## src/rtl/mem_port_arbiter_pkg.sv

```systemverilog
// rtl/mem_port_arbiter_pkg.sv - shared state encoding and DMType codes for the memory port arbiter
package mem_port_arbiter_pkg;

  typedef enum logic [1:0] {
    ST_IDLE    = 2'd0,
    ST_BUSY_IF = 2'd1,
    ST_BUSY_DM = 2'd2
  } arb_state_e;

  // DMType codes, matching the core's ctrl_encode definitions
  localparam logic [2:0] DM_WORD              = 3'd0;
  localparam logic [2:0] DM_HALFWORD          = 3'd1;
  localparam logic [2:0] DM_HALFWORD_UNSIGNED = 3'd2;
  localparam logic [2:0] DM_BYTE              = 3'd3;
  localparam logic [2:0] DM_BYTE_UNSIGNED     = 3'd4;

  // Instruction fetches are always full-word reads
  localparam logic [2:0] FETCH_TYPE = DM_WORD;

  function automatic int unsigned cnt_width(input int unsigned max_val);
    return (max_val < 1) ? 1 : $clog2(max_val + 1);
  endfunction

endpackage

```

## src/rtl/mem_port_arbiter_starve_ctr.sv

```systemverilog
// rtl/mem_port_arbiter_starve_ctr.sv - saturating fetch-starvation counter and IDLE grant decision
module arb_starve_ctr
  import mem_port_arbiter_pkg::*;
#(
  parameter int STARVE_MAX = 4
) (
  input  logic clk,
  input  logic reset,
  input  logic idle,
  input  logic if_req,
  input  logic if_flush,
  input  logic dm_req,
  output logic grant_if,
  output logic grant_dm
);

  localparam int CW = cnt_width(STARVE_MAX);
  localparam logic [CW-1:0] CNT_MAX = CW'(STARVE_MAX);

  logic [CW-1:0] starve_cnt;

  // Data wins unless fetch has already lost STARVE_MAX arbitrations in a row
  always_comb begin
    grant_dm = idle & dm_req & (~if_req | (starve_cnt < CNT_MAX));
    grant_if = idle & ~grant_dm & if_req & ~if_flush;
  end

  always_ff @(posedge clk) begin
    if (reset) begin
      starve_cnt <= '0;
    end else if (!if_req || grant_if) begin
      starve_cnt <= '0;
    end else if (grant_dm && (starve_cnt != CNT_MAX)) begin
      starve_cnt <= starve_cnt + CW'(1);
    end
  end

endmodule

```

## src/rtl/mem_port_arbiter.sv

```systemverilog
// rtl/mem_port_arbiter.sv - shares one single-ported memory between instruction fetch and data ports
module mem_port_arbiter
  import mem_port_arbiter_pkg::*;
#(
  parameter int AW         = 32,
  parameter int DW         = 32,
  parameter int STARVE_MAX = 4,
  parameter int TIMEOUT    = 64
) (
  input  logic          clk,
  input  logic          reset,
  input  logic          if_req,
  input  logic [AW-1:0] if_addr,
  input  logic          if_flush,
  output logic          if_ack,
  output logic [DW-1:0] if_rdata,
  input  logic          dm_req,
  input  logic          dm_we,
  input  logic [AW-1:0] dm_addr,
  input  logic [DW-1:0] dm_wdata,
  input  logic [2:0]    dm_type,
  output logic          dm_ack,
  output logic [DW-1:0] dm_rdata,
  output logic          mem_req,
  output logic          mem_we,
  output logic [AW-1:0] mem_addr,
  output logic [DW-1:0] mem_wdata,
  output logic [2:0]    mem_type,
  input  logic          mem_ack,
  input  logic [DW-1:0] mem_rdata,
  output logic          bus_err
);

  localparam int TW = cnt_width(TIMEOUT);
  localparam logic [TW-1:0] T_LAST = TW'((TIMEOUT > 0) ? TIMEOUT - 1 : 0);

  arb_state_e    state, state_next;
  logic          drop, drop_next;
  logic [TW-1:0] wait_cnt;
  logic          idle, owner_if, owner_dm, busy, timeout, done;
  logic          grant_if, grant_dm;

  assign idle = (state == ST_IDLE);

  arb_starve_ctr #(.STARVE_MAX(STARVE_MAX)) u_starve (
    .clk      (clk),
    .reset    (reset),
    .idle     (idle),
    .if_req   (if_req),
    .if_flush (if_flush),
    .dm_req   (dm_req),
    .grant_if (grant_if),
    .grant_dm (grant_dm)
  );

  always_comb begin
    owner_if   = (state == ST_BUSY_IF);
    owner_dm   = (state == ST_BUSY_DM);
    busy       = owner_if | owner_dm;
    timeout    = (TIMEOUT != 0) && busy && !mem_ack && (wait_cnt == T_LAST);
    done       = busy & (mem_ack | timeout);
    state_next = state;
    drop_next  = drop;

    if (grant_dm)      state_next = ST_BUSY_DM;
    else if (grant_if) state_next = ST_BUSY_IF;
    else if (done)     state_next = ST_IDLE;

    // A flushed fetch still completes on the bus; only its ack is swallowed
    if (owner_if && done)          drop_next = 1'b0;
    else if (owner_if && if_flush) drop_next = 1'b1;

    if_ack   = ~reset & owner_if & done & ~drop & ~if_flush;
    dm_ack   = ~reset & owner_dm & done;
    if_rdata = (if_ack & mem_ack) ? mem_rdata : '0;
    dm_rdata = (dm_ack & mem_ack) ? mem_rdata : '0;
  end

  always_ff @(posedge clk) begin
    if (reset) begin
      state     <= ST_IDLE;
      drop      <= 1'b0;
      wait_cnt  <= '0;
      bus_err   <= 1'b0;
      mem_req   <= 1'b0;
      mem_we    <= 1'b0;
      mem_addr  <= '0;
      mem_wdata <= '0;
      mem_type  <= '0;
    end else begin
      state <= state_next;
      drop  <= drop_next;
      if (timeout) bus_err <= 1'b1;

      if (grant_dm) begin
        mem_req   <= 1'b1;
        mem_we    <= dm_we;
        mem_addr  <= dm_addr;
        mem_wdata <= dm_wdata;
        mem_type  <= dm_type;
        wait_cnt  <= '0;
      end else if (grant_if) begin
        mem_req   <= 1'b1;
        mem_we    <= 1'b0;
        mem_addr  <= if_addr;
        mem_wdata <= '0;
        mem_type  <= FETCH_TYPE;
        wait_cnt  <= '0;
      end else if (done) begin
        mem_req <= 1'b0;
      end else if (busy) begin
        wait_cnt <= wait_cnt + TW'(1);
      end
    end
  end

endmodule
```

## config.mk

```make
export PLATFORM = sky130hd
export DESIGN_NAME = mem_port_arbiter
export DESIGN_NICKNAME = d
export VERILOG_FILES = /design/src/rtl/mem_port_arbiter_pkg.sv /design/src/rtl/mem_port_arbiter_starve_ctr.sv /design/src/rtl/mem_port_arbiter.sv
export SDC_FILE = /design/constraint.sdc
export NUM_CORES = 1
export LEC_CHECK = 0
export CAP_MARGIN = 20
export CORE_AREA = 2 2 105 107
export CTS_CLUSTER_DIAMETER = 30
export DETAILED_ROUTE_END_ITERATION = 10
export DIE_AREA = 0 0 107 109
export HOLD_SLACK_MARGIN = 0.08
export PLACE_DENSITY = 0.82
export SYNTH_ARGS = -nofsm -noshare
export SYNTH_HDL_FRONTEND = slang
export SYNTH_HIERARCHICAL = 1
export SYNTH_SLANG_ARGS = --single-unit
```

## constraint.sdc

```tcl
create_clock -name clk -period 3.5 [get_ports clk]
set_input_delay 0.7 -clock clk [delete_from_list [all_inputs] [get_ports clk]]
set_output_delay 0.7 -clock clk [all_outputs]
set_load 0.005 [all_outputs]
```

---- After elaboration in Yosys (flattened, before gate mapping) ----
Cells that the tools add are included.
storage, ports and cells
  RAM bits ................................ 0
  memories kept ........................... 0
  output and inout port bits .............. 136
  input port bits ......................... 138
  bits in latches ......................... 0
  bits in read-only memories .............. 0
  register bits after elaboration ......... 83
  word-level logic and storage cells ...... 74
operators by class
  equality and inequality tests ........... 4
  bitwise logic cells ..................... 23
  add/sub/neg operators ................... 2
  multiply operators ...................... 0
  div/mod/pow operators ................... 0
  shift operators ......................... 0
  reductions and logical operators ........ 17
  mux-type cells .......................... 16
  $lt $le $gt $ge ......................... 1
operators with widths
  kind                                                                    number
  32-bit two-way mux                                                      6
  1-bit AND                                                               14
  7-bit by 1-bit adder with 7-bit output (second input constant)          1
  7-bit by 6-bit equality test with 1-bit output (second input constant)  1
  2-bit two-way mux                                                       3
  3-bit two-way mux                                                       2
  1-bit NOT                                                               6
  2-bit OR reduction                                                      3
  1-bit logical AND                                                       5
  1-bit two-way mux                                                       5
  2-bit nonzero test                                                      2
  3-bit by 1-bit adder with 3-bit output (second input constant)          1
  3-bit < comparator (second input constant)                              1
  3-bit inequality test (second input constant)                           1
  1-bit OR                                                                3
  3-bit nonzero test                                                      1
  3-bit OR reduction                                                      1
  2-bit by 1-bit equality test with 1-bit output (second input constant)  1
  2-bit equality test (second input constant)                             1
  1-bit logical NOT                                                       2
  2-bit logical NOT                                                       1
  2-bit AND reduction                                                     1
  1-bit logical OR                                                        1

---- Longest topological paths before layout ----
  word-level depth ........................ 11
  gate-level depth with buffers ........... 10
  depth with buffers taken out ............ 7

---- Hierarchy ----
Netlist, hierarchy kept.
modules (own cells, without submodules)
  module            cells each  sequential area each (sq um)  times used  area an instance (sq um)
  mem_port_arbiter  395         1601.5                        1           3714.8
  arb_starve_ctr    23          60.1                          1           185.2

---- Least setup slack after synthesis ----
Ideal clock, no wire load.
  path type ............................... register to output
  start ................................... register state[0]
  end ..................................... output port if_rdata[10]
  cell stages (with the launch flop) ...... 7
  setup slack ............................. 1.377 ns
  path buffers ............................ 1
  required time ........................... 2.800 ns
  arrival time ............................ 1.423 ns
  cells stage by stage .................... dfxtp_1 > inv_1 > ha_1 > nor2b_4 > and4_4 > buf_6 > and2_1
between the ends
  word-level cells in the longest chain between the ends .. 11
  elaborated cells between the ends (all ways) .. 13
  those cells by class .................... 2 x eq/ne; 1 x mux; 8 x bitwise; 2 x reduce/logical
ends and longest elaborated chain
  what                                                                                          RTL line                                        text
  start, declared                                                                               mem_port_arbiter.sv:37                          arb_state_e state, state_next;
  start signal, assigned                                                                        mem_port_arbiter.sv:91                          state <= state_next;
  2-bit by 1-bit equality test with 1-bit output / 2-bit equality test (equally long branches)  mem_port_arbiter.sv:57, mem_port_arbiter.sv:58
  1-bit OR                                                                                      mem_port_arbiter.sv:59                          busy = owner_if | owner_dm;
  1-bit logical AND (2 in a row)                                                                mem_port_arbiter.sv:60                          timeout = (TIMEOUT != 0) && busy && !mem_ack && (wait_cnt == T_LAST);
  1-bit OR                                                                                      mem_port_arbiter.sv:61                          done = busy & (mem_ack | timeout);
  1-bit AND                                                                                     mem_port_arbiter.sv:61
  1-bit AND * (3 in a row)                                                                      mem_port_arbiter.sv:73                          if_ack = ~reset & owner_if & done & ~drop & ~if_flush;
  1-bit AND *                                                                                   mem_port_arbiter.sv:75                          if_rdata = (if_ack & mem_ack) ? mem_rdata : '0;
  32-bit two-way mux *                                                                          mem_port_arbiter.sv:75
  end, declared                                                                                 mem_port_arbiter.sv:16                          output logic [DW-1:0] if_rdata,
Every way passes the cells marked *; elsewhere a longest branch is shown, timed or not.

---- Worst setup path in the final report ----
  start ................................... register state[0]
  end ..................................... output port if_rdata[28]
The elaborated chain is that of the path after synthesis.

==> flow_summary.toml <==
[run_status]
status = "finished, final reports clean"

[timing]
fmax_ghz = 0.313
fin_worst_skew_ns = 0.00503
drv_slew = 0
hold_ws_ns = 0.441
period_share_pct = 91.4
min_period_ns = 3.20
setup_viol = 0
hold_viol_final = 0
setup_tns_ns = 0
rsz0062_at_grt = "no"
tightest_slew_ns = 0.773
relSlewSlack_pct = 48.4

[finish]
syn_to_final_growth_pct = 75.7
drive_above_1_share_pct = 8.36
fin_nets = 821

[synth]
synth_top_area_share_pct = 42.6
ys_top_cells_by_area = "dfxtp_1 43%, and2_1 10%, a22o_1 8.1%"
yosys_most_used_dff = "dfxtp_1"
synth_seq_cells = 83
synthMuxAreaShare_pct = 10.4
syn_area_um2 = 3900
synth_top_family_by_area = "simple AND/OR/NAND/NOR gates"
syn_avg_cell_area_um2 = 9.33
postSynth.asyncResetShare_pct = 0
synth-simple-area-share_pct = 22.0
synth.distinct_cells = 42
synth_nets = 562
synthAdderAreaFrac_pct = 1.92
syn_inst = 418
synthXorXnorAreaFrac_pct = 0
synth_warnings = 6
ys_seq_area_share_pct = 42.6
synth_top_cell_by_area = "dfxtp_1"
synth_edf_count = 0
synth_compound_area_share_pct = 16.7

[floorplanning]
core_area_um2 = 10600
initial_utilization_pct = 36.8
dieArea_um2 = 11700
die_w_um = 107
die_y_um = 109
rows = 38
ios = 274

[grt]
first_global_vias = 3988
grt_pass1_wl_mm = 18.9
overflow = 0
antenna_found_initial = 1
track_usage_pct = 20.6
grt_max_degree = 49

[place]
place_congestion = 0.825
io_buffers = 273
hpwl_mm = 9.63

[critical_path]
cp.arrival_ns = 2.50
r2r-end = "mem_wdata[28]"
end_kind = "output port"
timing_worst_setup_path_type = "flip-flop to output port"
rrSetupSlack_ns = 1.30
cp_max_fo = 32
crit_path_start_kind = "flip-flop"
reg2reg_depth = 8
crit_required_ns = 2.80
rr_startpoint = "state[0]"

[clock_network]
cts_tree = "done"
postCtsSetupBuffers = 0
cts_made_buffers = 9
cts_root_buffer = "clkbuf_8"
clk_pin_slew_worst_paths_ns = 0.08
ctsResizeCount = 0
clkLatencyLatePin_ns = 0.35
hold_buffers = 0
h-tree-depth = 3
ctsLongestPathBuffers = 2
cts.sinks = 83

[route]
vias_per_cell = 4.82
ant_nets = 0
drc = 0
dr.pass1.iters = 4
wl_mm = 12.4
avgRoutedWirePerCell_um = 15.1
drt_iter0_drc = 165
vias = 3964

[min_path]
hold_start = "wait_cnt[6]"
min_path_type = "flip-flop to flip-flop"
holdPathEnd = "wait_cnt[6]"
hold_path_depth = 2

[job]
cap_violations = 0

[pwr]
max-vdd-ir-drop_uv = 252
powerDensity_nw_per_um2 = 330
p_leak_nw = 2.60
## where the power goes
part	switching, mW	total [mW]	internal [mW]
clock network	0.338	0.684	0.346
logic	0.191	0.530	0.339
registers	0.0345	1.04	1.01
total	0.564	2.26	1.70
## worst max-delay path by stage
| stage | start | to | slack, ns | cells after the start |
|---|---|---|---|---|
| after detailed placement | if_flush | if_rdata[4] | 0.38 | 5 |
| after floorplan | state[0] | if_rdata[10] | 1.38 | 6 |
| after global placement | if_flush | if_rdata[1] | 0.44 | 5 |
| after global routing | state[0] | if_rdata[7] | 0.14 | 6 |
| after CTS | state[0] | if_rdata[4] | 0.26 | 6 |
| final | state[0] | if_rdata[28] | 0.30 | 6 |
## metrics by stage
stage                     worst slack (ns)  utilization (%)  cell area (µm²)  power [mW]  cells
after floorplan                       1.38                -             3900        1.27    418
after CTS                            0.262             64.6             6850        2.29    822
after global placement               0.440             62.8             6660        1.58    806
after detailed placement             0.384             62.8             6660        1.60    806
final                                0.301             64.6             6850        2.26    823
after global routing                 0.140             64.6             6850        2.36    823
## final cells by class
class	instances	area, µm²
clock buffers	11	141
diodes	1	2.50
well taps	140	175
flip-flops and latches	83	1660
repair buffers	279	2790
multi-input cells	295	2000
inverters	9	33.8
clock inverters	5	52.6
fillers	861	3750
## cells by family (layout without fill, tap and decap cells)
group / after synthesis / in the layout
buffers and inverters: 40 / 304
multiplexers: 37 / 37
AO/OA/AOI/OAI: 92 / 92
flip-flops: 83 / 83
adder cells (fa/ha/maj): 6 / 6
other: 0 / 1
AND/OR/NAND/NOR: 160 / 160
## cell usage in the layout (no fill, tap or decap), types with 2 or more instances in the layout
cell	n
clkdlybuf4s50_1	272
dfxtp_1	83
and2_1	64
nand2_1	64
a22o_1	36
a21oi_1	32
mux2_2	27
nor2_1	10
mux2i_1	10
clkbuf_8	10
inv_1	9
a211oi_1	7
ha_1	6
buf_4	5
a31oi_1	4
nand2b_1	3
a311oi_1	3
clkinv_2	3
and4_1	2
nor3_1	2
o21a_1	2
nor2b_1	2
o21ai_0	2
## sequential cells by signal (all words and copies together) (netlist names)
| signal | flops |
|---|---|
| wait_cnt | 7 |
| mem_type | 3 |
| drop | 1 |
| mem_we | 1 |
| mem_req | 1 |
| bus_err | 1 |
| u_starve/starve_cnt | 3 |
| mem_addr | 32 |
| state | 2 |
| mem_wdata | 32 |
## per-layer routing
metal  routed length [µm]  GRT usage (%)
met1                 4460           19.9
met2                 6540           39.1
met3                  993           5.62
met4                  442           12.0
met5                    0              0
## critical path, cell delays in order, from the launching register on
cell             delay [ns]
dfxtp_1                0.36
inv_1                  0.07
ha_1                   0.42
nor2b_4                0.22
and4_4                 0.40
and2_1                 0.17
clkdlybuf4s50_1        0.50
## cells in the mapped netlist (all sizes together) (2+ instances only)
cell type  instances
o21a               2
a21oi             33
o21ai              3
mux2i             10
a211oi             7
nor2              11
nand2             64
mux2              27
and4               3
nand2b             3
a31oi              4
buf               27
and2              64
clkbuf             4
and3               2
a311oi             3
a22o              36
nor2b              3
nor3               3
inv                9
ha                 6
dfxtp             83
Power figures use the tool's default switching activity.
